<file path="src/rtl/jtcop_disp_arb.sv">
// Display-bus arbiter between CPU accesses and object DMA. The CPU gets the bus
// during blanking only; the object DMA takes priority and copies 2^DMA_AW words.
module jtcop_disp_arb #(
  parameter int unsigned DMA_AW  = 10,
  parameter int unsigned ACK_DLY = 2
) (
  input  logic              clk,
  input  logic              rstn,
  input  logic              cpu_cen,
  input  logic              disp_cs,
  input  logic              LVBL,
  input  logic              LHBL,
  input  logic              dma_start,
  output logic              disp_busy,
  output logic              dma_busy,
  output logic [DMA_AW-1:0] dma_addr,
  output logic              dma_we,
  output logic              dma_done,
  output logic [2:0]        st
);

  localparam int unsigned CntW = $clog2(ACK_DLY + 2);

  typedef enum logic [2:0] {
    StIdle    = 3'd0,
    StCpuWait = 3'd1,
    StCpuAck  = 3'd2,
    StCpuHold = 3'd3,
    StDma     = 3'd4
  } state_e;

  state_e            state_q;
  logic              cs_l_q;
  logic              pend_q;
  logic [CntW-1:0]   cnt_q;
  logic              busy_q;
  logic              dma_busy_q;
  logic              dma_we_q;
  logic              dma_done_q;
  logic [DMA_AW-1:0] dma_addr_q;

  logic blank;
  logic cs_rise;
  logic dma_req;
  logic addr_last;

  assign blank     = ~LVBL | ~LHBL;
  assign cs_rise   = disp_cs & ~cs_l_q;
  assign dma_req   = pend_q | dma_start;
  assign addr_last = (dma_addr_q == {DMA_AW{1'b1}});

  always_ff @(posedge clk or negedge rstn) begin
    if (!rstn) begin
      state_q    <= StIdle;
      cs_l_q     <= 1'b0;
      pend_q     <= 1'b0;
      cnt_q      <= '0;
      busy_q     <= 1'b0;
      dma_busy_q <= 1'b0;
      dma_we_q   <= 1'b0;
      dma_done_q <= 1'b0;
      dma_addr_q <= '0;
    end else begin
      cs_l_q     <= disp_cs;
      dma_done_q <= 1'b0;
      // Requests arriving while the copy runs are dropped, not queued.
      if (dma_start && state_q != StDma) pend_q <= 1'b1;
      case (state_q)
        StIdle: begin
          busy_q <= 1'b0;
          if (dma_req) begin
            state_q    <= StDma;
            pend_q     <= 1'b0;
            busy_q     <= cs_rise;
            dma_busy_q <= 1'b1;
            dma_we_q   <= 1'b1;
            dma_addr_q <= '0;
          end else if (cs_rise) begin
            state_q <= StCpuWait;
            busy_q  <= 1'b1;
          end
        end
        StCpuWait: begin
          if (!disp_cs) begin
            state_q <= StIdle;
            busy_q  <= 1'b0;
          end else if (blank) begin
            state_q <= StCpuAck;
            cnt_q   <= CntW'(ACK_DLY);
          end
        end
        StCpuAck: begin
          // Once granted, the access completes even if blanking ends.
          if (!disp_cs) begin
            state_q <= StIdle;
            busy_q  <= 1'b0;
          end else if (cnt_q == '0) begin
            state_q <= StCpuHold;
            busy_q  <= 1'b0;
          end else if (cpu_cen) begin
            cnt_q <= cnt_q - 1'b1;
            if (cnt_q == CntW'(1)) begin
              state_q <= StCpuHold;
              busy_q  <= 1'b0;
            end
          end
        end
        StCpuHold: begin
          busy_q <= 1'b0;
          if (!disp_cs) begin
            if (dma_req) begin
              state_q    <= StDma;
              pend_q     <= 1'b0;
              dma_busy_q <= 1'b1;
              dma_we_q   <= 1'b1;
              dma_addr_q <= '0;
            end else begin
              state_q <= StIdle;
            end
          end
        end
        StDma: begin
          busy_q <= disp_cs & (busy_q | cs_rise);
          if (addr_last) begin
            dma_busy_q <= 1'b0;
            dma_we_q   <= 1'b0;
            dma_done_q <= 1'b1;
            if (disp_cs && (busy_q || cs_rise)) begin
              state_q <= StCpuWait;
              busy_q  <= 1'b1;
            end else begin
              state_q <= StIdle;
            end
          end else begin
            dma_addr_q <= dma_addr_q + 1'b1;
          end
        end
        default: begin
          state_q    <= StIdle;
          busy_q     <= 1'b0;
          dma_busy_q <= 1'b0;
          dma_we_q   <= 1'b0;
        end
      endcase
    end
  end

  assign disp_busy = busy_q;
  assign dma_busy  = dma_busy_q;
  assign dma_addr  = dma_addr_q;
  assign dma_we    = dma_we_q;
  assign dma_done  = dma_done_q;
  assign st        = state_q;

endmodule
</file>
<file path="config.mk">
export PLATFORM = sky130hd
export DESIGN_NAME = jtcop_disp_arb
export DESIGN_NICKNAME = d
export VERILOG_FILES = /design/src/rtl/jtcop_disp_arb.sv
export SDC_FILE = /design/constraint.sdc
export NUM_CORES = 1
export LEC_CHECK = 0
export ABC_AREA = 1
export CAP_MARGIN = 20
export CORE_MARGIN = 4
export CORE_UTILIZATION = 28
export CTS_BUF_LIST = sky130_fd_sc_hd__clkbuf_4 sky130_fd_sc_hd__clkbuf_8 sky130_fd_sc_hd__clkbuf_16
export CTS_CLUSTER_SIZE = 30
export DETAILED_ROUTE_END_ITERATION = 16
export PLACE_DENSITY = 0.46
export RECOVER_POWER = 25
export SYNTH_ARGS = -nofsm -noshare
export SYNTH_HDL_FRONTEND = slang
export SYNTH_SLANG_ARGS = --single-unit
export TNS_END_PERCENT = 100
</file>
<file path="constraint.sdc">
create_clock -name clk -period 1.93 [get_ports clk]
set_input_delay 0.4825 -clock clk [delete_from_list [all_inputs] [get_ports clk]]
set_output_delay 0.4825 -clock clk [all_outputs]
set_load 0.01 [all_outputs]
</file>
### Word-level counts from Yosys, hierarchy flattened

Index checks and enable logic that the tools add are counted.

* register bits: 21
* bits in latches: 0
* memory bits (writable): 0
* memory bits (read-only): 0
* output and inout bits: 17
* word-level logic and storage cells: 99
* memories: 0

* add/subtract/negate cells: 2
* multiply operators: 0
* div/mod/pow operators: 0
* $lt $le $gt $ge: 0
* eq/ne operators: 20
* shifts and indexed selects: 0
* muxes and demuxes: 46
* bitwise gates (word level): 9
* reductions and logical operators: 13

Operator list (number)
* $mux W3: 11
* $mux W10: 3
* $pmux W10 S3: 1
* $mux W1: 20
* $ne A2 B2 Y1 const B: 9
* $pmux W3 S5: 1
* $pmux W1 S4: 3
* $reduce_and A6 Y1: 2
* $add A10 B1 Y10 const B: 1
* $eq A10 B10 Y1 const B: 1
* $mux W2: 5
* $ne A3 B3 Y1 const B: 3
* $reduce_and A3 Y1: 3
* $ne A4 B4 Y1 const B: 2
* $eq A3 B2 Y1 const B: 2
* $not A1 Y1: 4
* $pmux W2 S2: 1
* $eq A3 B1 Y1 const B: 1
* $eq A3 B3 Y1 const B: 1
* $logic_not A3 Y1: 1
* $or A1 B1 Y1: 3
* $reduce_bool A3 Y1: 1
* $and A1 B1 Y1: 2
* $eq A2 B1 Y1 const B: 1
* 7 further kinds: 8

### Logic depth before layout (Yosys ltp)

* depth in word-level cells: 7
* mapped depth: 10

### Least setup slack after synthesis

OpenSTA, ideal clock, no wires.

* kind: register to register
* start point: register dma_addr_q[0], in the netlist dma_addr[0]
* end point: register dma_addr_q[5], in the netlist dma_addr[5]
* arrival time: 1.410 ns
* required time: 1.856 ns
* setup slack: 0.446 ns
* stages on the path, launching flop included: 9
* period minus slack after synthesis: 1.484 ns
* cell sequence: dfrtp_1 -> ha_1 -> nand2_1 -> nor2_4 -> nand4_2 -> nand2_2 -> buf_6 -> nand2_1 -> o21ai_2

* word-level cells in the longest chain between the ends: 3
* elaborated cells between the ends (all ways): 6

Ends and longest elaborated chain
* start, declared: line 40 `logic [DMA_AW-1:0] dma_addr_q;`
* start signal, assigned: line 135 `dma_addr_q <= dma_addr_q + 1'b1;`
* $add A10 B1 Y10 or $eq A10 B10 Y1 (tied branches): line 135, 50
* $mux W10 or $ne A2 B2 Y1 (tied branches)
* $pmux W10 S3 or $reduce_and A3 Y1 (tied branches)

Several ways; a longest one is shown, not always the timed one. The select of a mux whose other input is x is not followed.
A chain may end at the register's enable or synchronous reset.

### Worst setup path after layout

* start point: register state_q[1], in the netlist st[1]
* end point: output st[1]

RTL lines
* start, declared: line 32 `state_e state_q;`
* start signal, assigned: line 54 `state_q <= StIdle;`
* start signal, assigned: line 72 `state_q <= StDma;`
* start signal, assigned: line 79 `state_q <= StCpuWait;`
* end, declared: line 19 `output logic [2:0] st`

No word-level cell between the ends.

==> PnR_summary.wiki <==
{| class="wikitable"
! Metric !! Value
|-
| Overall power of the completed layout || 1.82 mW
|-
| Drc violations || 0
|-
| CP peak stage delay || 0.60 ns
|-
| Worst Setup Path Type || flip-flop to primary output
|-
| Post-synthesis sequential element count || 21
|-
| Worst Hold Class || flip-flop to flip-flop
|-
| Clk Tree Root Cell || sky130_fd_sc_hd__clkbuf_8
|-
| Count of TritonRoute iterations in the first routing pass || 4
|-
| Nets@finish || 222
|-
| Maximum number of pins on one net before global-route repair || 22
|-
| Period minus WS final || 1.86 ns
|-
| Power Internal || 1.09 mW
|-
| Worst path top cell family by delay || buffers and inverters
|-
| Post_cts resized || 0
|-
| Max Buffers Root-to-Sink || 2
|-
| Critical Path Source Type || flip-flop
|-
| Final setup violation count || 0
|-
| Slowest stage cell, crit path || sky130_fd_sc_hd__clkdlybuf4s50_1
|-
| R2r setup slk || 0.28 ns
|-
| Final-report hold violation count || 0
|-
| Count of mapped cells out of synthesis || 182
|-
| Most used routing layer || met2
|-
| Max Slew Vio Count || 0
|-
| Outcome || completed
|-
| Sinks on Clock Net || 21
|-
| Net switching share of the total power || 0.402
|-
| Slew at the pin closest to its max-slew limit || 0.562 ns
|-
| Yosys warning count || 0
|-
| Largest fanout of any net on the critical path || 9
|-
| Input/output buffers || 23
|-
| Maximum clock frequency || 538 MHz
|-
| IR drop worst, VDD || 0.000683 V
|-
| Final period util || 0.963
|-
| Share of cells above drive strength 1 || 0.104
|-
| Hold buffers post-CTS || 0
|-
| Number of DRC markers after the initial detailed-route iteration || 33
|-
| Total Neg Setup Slack || 0 ns
|-
| Full die area || a little under 6000 sq um
|-
| Num ports || 24
|-
| Remaining global-route overflow || 0
|-
| Level count of the clock H-tree || 1
|-
| Sum of routed wire length over all layers || 3220 um
|-
| Fraction of met2 tracks used by global routing || 0.192
|-
| Post-Syn Area || approximately 1300 sq um
|-
| Global-route wire length before repair || 5530 um
|-
| Endpoint arrival time on the critical path || 1.38 ns
|-
| Max capacitance violation total || 0
|-
| Cells along the critical path || clkdlybuf4s50_1
|-
| Routed wirelength normalized by instance count || 12.2 um
|-
| Clock skew after layout || 0.00149 ns
|-
| Area of the core || 4410 sq um
|-
| Total power density per cell area || between 1000 and 1500 nW/um^2
|-
| Via Count || 1,241
|-
| Global-route met1 utilization || 0.145
|-
| Clock-pin slew on the worst setup and hold paths || 0.08 ns
|-
| Met3 routing resource usage after global routing || 0.0307
|-
| Mean instance size in the synthesized netlist || 7.14 sq um
|-
| Buffering stage count on the worst path with inverters included || 1
|-
| Endpoint required time on the critical path || 1.45 ns
|-
| Nets in the synthesized netlist || 192
|-
| Leakage || between 0.8 and 0.9 nW
|-
| Residual antenna-violating net count after detailed routing || 0
|-
| Via count of the first global-routing pass || approximately 1,200
|-
| Later-pin clock latency in the skew report || 0.26 ns
|-
| Relative contribution of combinational cells to total power || 0.443
|-
| Post-synth cell types || 25
|-
| CTS tree || done
|-
| Layout-stage area growth over the synthesis result || 27.3%
|-
| Number of buffers added for setup after CTS || 0
|-
| Sequential element share of the synthesized area || 0.405
|-
| Clock buffers created by TritonCTS || 3
|-
| Diodes inserted || 0
|-
| Net switching power figure || around 0.73 mW
|-
| Vertical extent of the die || 76.1 um
|-
| Part of the power in the clock network || 0.161
|-
| Type of element capturing the critical path || primary output
|-
| Row count || 24
|-
| Die width || around 76 um
|-
| Half-perimeter wire length after detailed placement || 2400 um
|-
| Detail-routed via count per cell || 4.72
|-
| Initial antenna violation count || 0
|-
| Share of power burned in registers || 0.396
|-
| Setup repair after global routing missed its margin || no
|-
| GP Congestion || 0.846
|-
| Worst slew margin relative to its limit || 0.625
|-
| Initial standard-cell utilization of the core || 0.294
|-
| Overall track demand over capacity in global routing || 0.114
|}
==> through the flow <==
stage | hold slack [ns] | worst slack, ns | cells | area, sq um | util
5_1_grt | 0.517 | 0.0118 | 263 | 1650 | 0.374
3_3_place_gp | 0.463 | 0.0776 | 259 | 1610 | 0.364
2_1_floorplan | 0.187 | 0.446 | 182 | 1300 | -
4_1_cts | 0.489 | 0.0619 | 263 | 1650 | 0.375
3_5_place_dp | 0.469 | 0.00774 | 259 | 1610 | 0.364
6_report | 0.483 | 0.0721 | 263 | 1650 | 0.374
==> per-layer routing <==
| layer | part of all wire | vias up |
|---|---|---|
| li1 | - | 648 |
| met3 | 0.047 | 2 |
| met5 | 0 | - |
| met1 | 0.47 | 562 |
| met2 | 0.48 | 29 |
| met4 | 0.0065 | 0 |
==> kinds of logic after synthesis <==
family,synth area share
adder cells (fa/ha/maj),0.0289
XOR/XNOR,0.00674
AO/OA/AOI/OAI,0.0665
flip-flops,0.405
AND/OR/NAND/NOR,0.411
buffers and inverters,0.0819
==> final timing paths <==
check,startpoint,to,cells past startpoint
setup / recovery,st[1]$_DFFE_PN0P_,st[1],1
hold / removal,cnt_q[1]$_DFFE_PN0P_,cnt_q[1]$_DFFE_PN0P_,2
setup reg to reg,dma_addr[0]$_DFFE_PN0P_,dma_busy$_DFFE_PN0P_,8
hold reg to reg,cnt_q[1]$_DFFE_PN0P_,cnt_q[1]$_DFFE_PN0P_,2
max in group asynchronous,rstn,dma_addr[0]$_DFFE_PN0P_,2
min in group asynchronous,rstn,cnt_q[1]$_DFFE_PN0P_,2
==> synth_stat cells, drive strengths merged <==
| master | count | area, sq um |
|---|---|---|
| dfrtp | 21 | 526 |
| or2 | 2 | 12.5 |
| nand3b | 2 | 15.0 |
| nor3 | 3 | 15.0 |
| ha | 3 | 37.5 |
| inv | 20 | 75.1 |
| o21ai | 10 | 53.8 |
| o31ai | 1 | 7.51 |
| a21oi | 2 | 10.0 |
| nand4 | 7 | 50.1 |
| nand2 | 61 | 236 |
| nor2 | 20 | 90.1 |
| xor2 | 1 | 8.76 |
| nand3 | 23 | 115 |
| o21bai | 1 | 7.51 |
| buf | 4 | 31.3 |
| a21o | 1 | 7.51 |
==> sequential cells by signal (all words and copies together) (netlist names) <==
name	flops
disp_busy	1
dma_busy	1
st	3
cnt_q	2
dma_addr	10
pend_q	1
cs_l_q	1
dma_we	1
dma_done	1
==> power by group through the flow <==
stage               Clock [mW]  Sequential (mW)  Combinational, mW
floorplan                    0            0.740              0.447
global placement             0            0.725              0.796
detailed placement           0            0.724              0.813
CTS                      0.314            0.719              0.817
global route             0.324            0.749              0.908
finish                   0.292            0.720              0.805
==> layout make-up <==
| type | instances | area, sq um |
|---|---|---|
| Clock buffer | 3 | 41.3 |
| Multi-Input combinational cell | 137 | 667 |
| Inverter | 20 | 75.1 |
| Clock inverter | 1 | 5.00 |
| Timing Repair Buffer | 29 | 273 |
| Sequential cell | 21 | 527 |
| Tap cell | 52 | 65.1 |
| Fill cell | 460 | 2760 |
==> cell usage in the layout, fill, tap and decap left out, drive strengths merged <==
cell and instances:
clkinv 1, ha 3, nor3 3, o21ai 10, o31ai 1, nand2 61
a21oi 2, buf 5, nand3 23, nor2 20, xor2 1, clkdlybuf4s50 22
a21o 1, dfrtp 21, o21bai 1, nand3b 2, inv 20, or2 2
dlygate4sd3 1, nand4 7, clkbuf 4
No activity file was read; power rests on OpenSTA's default activity.
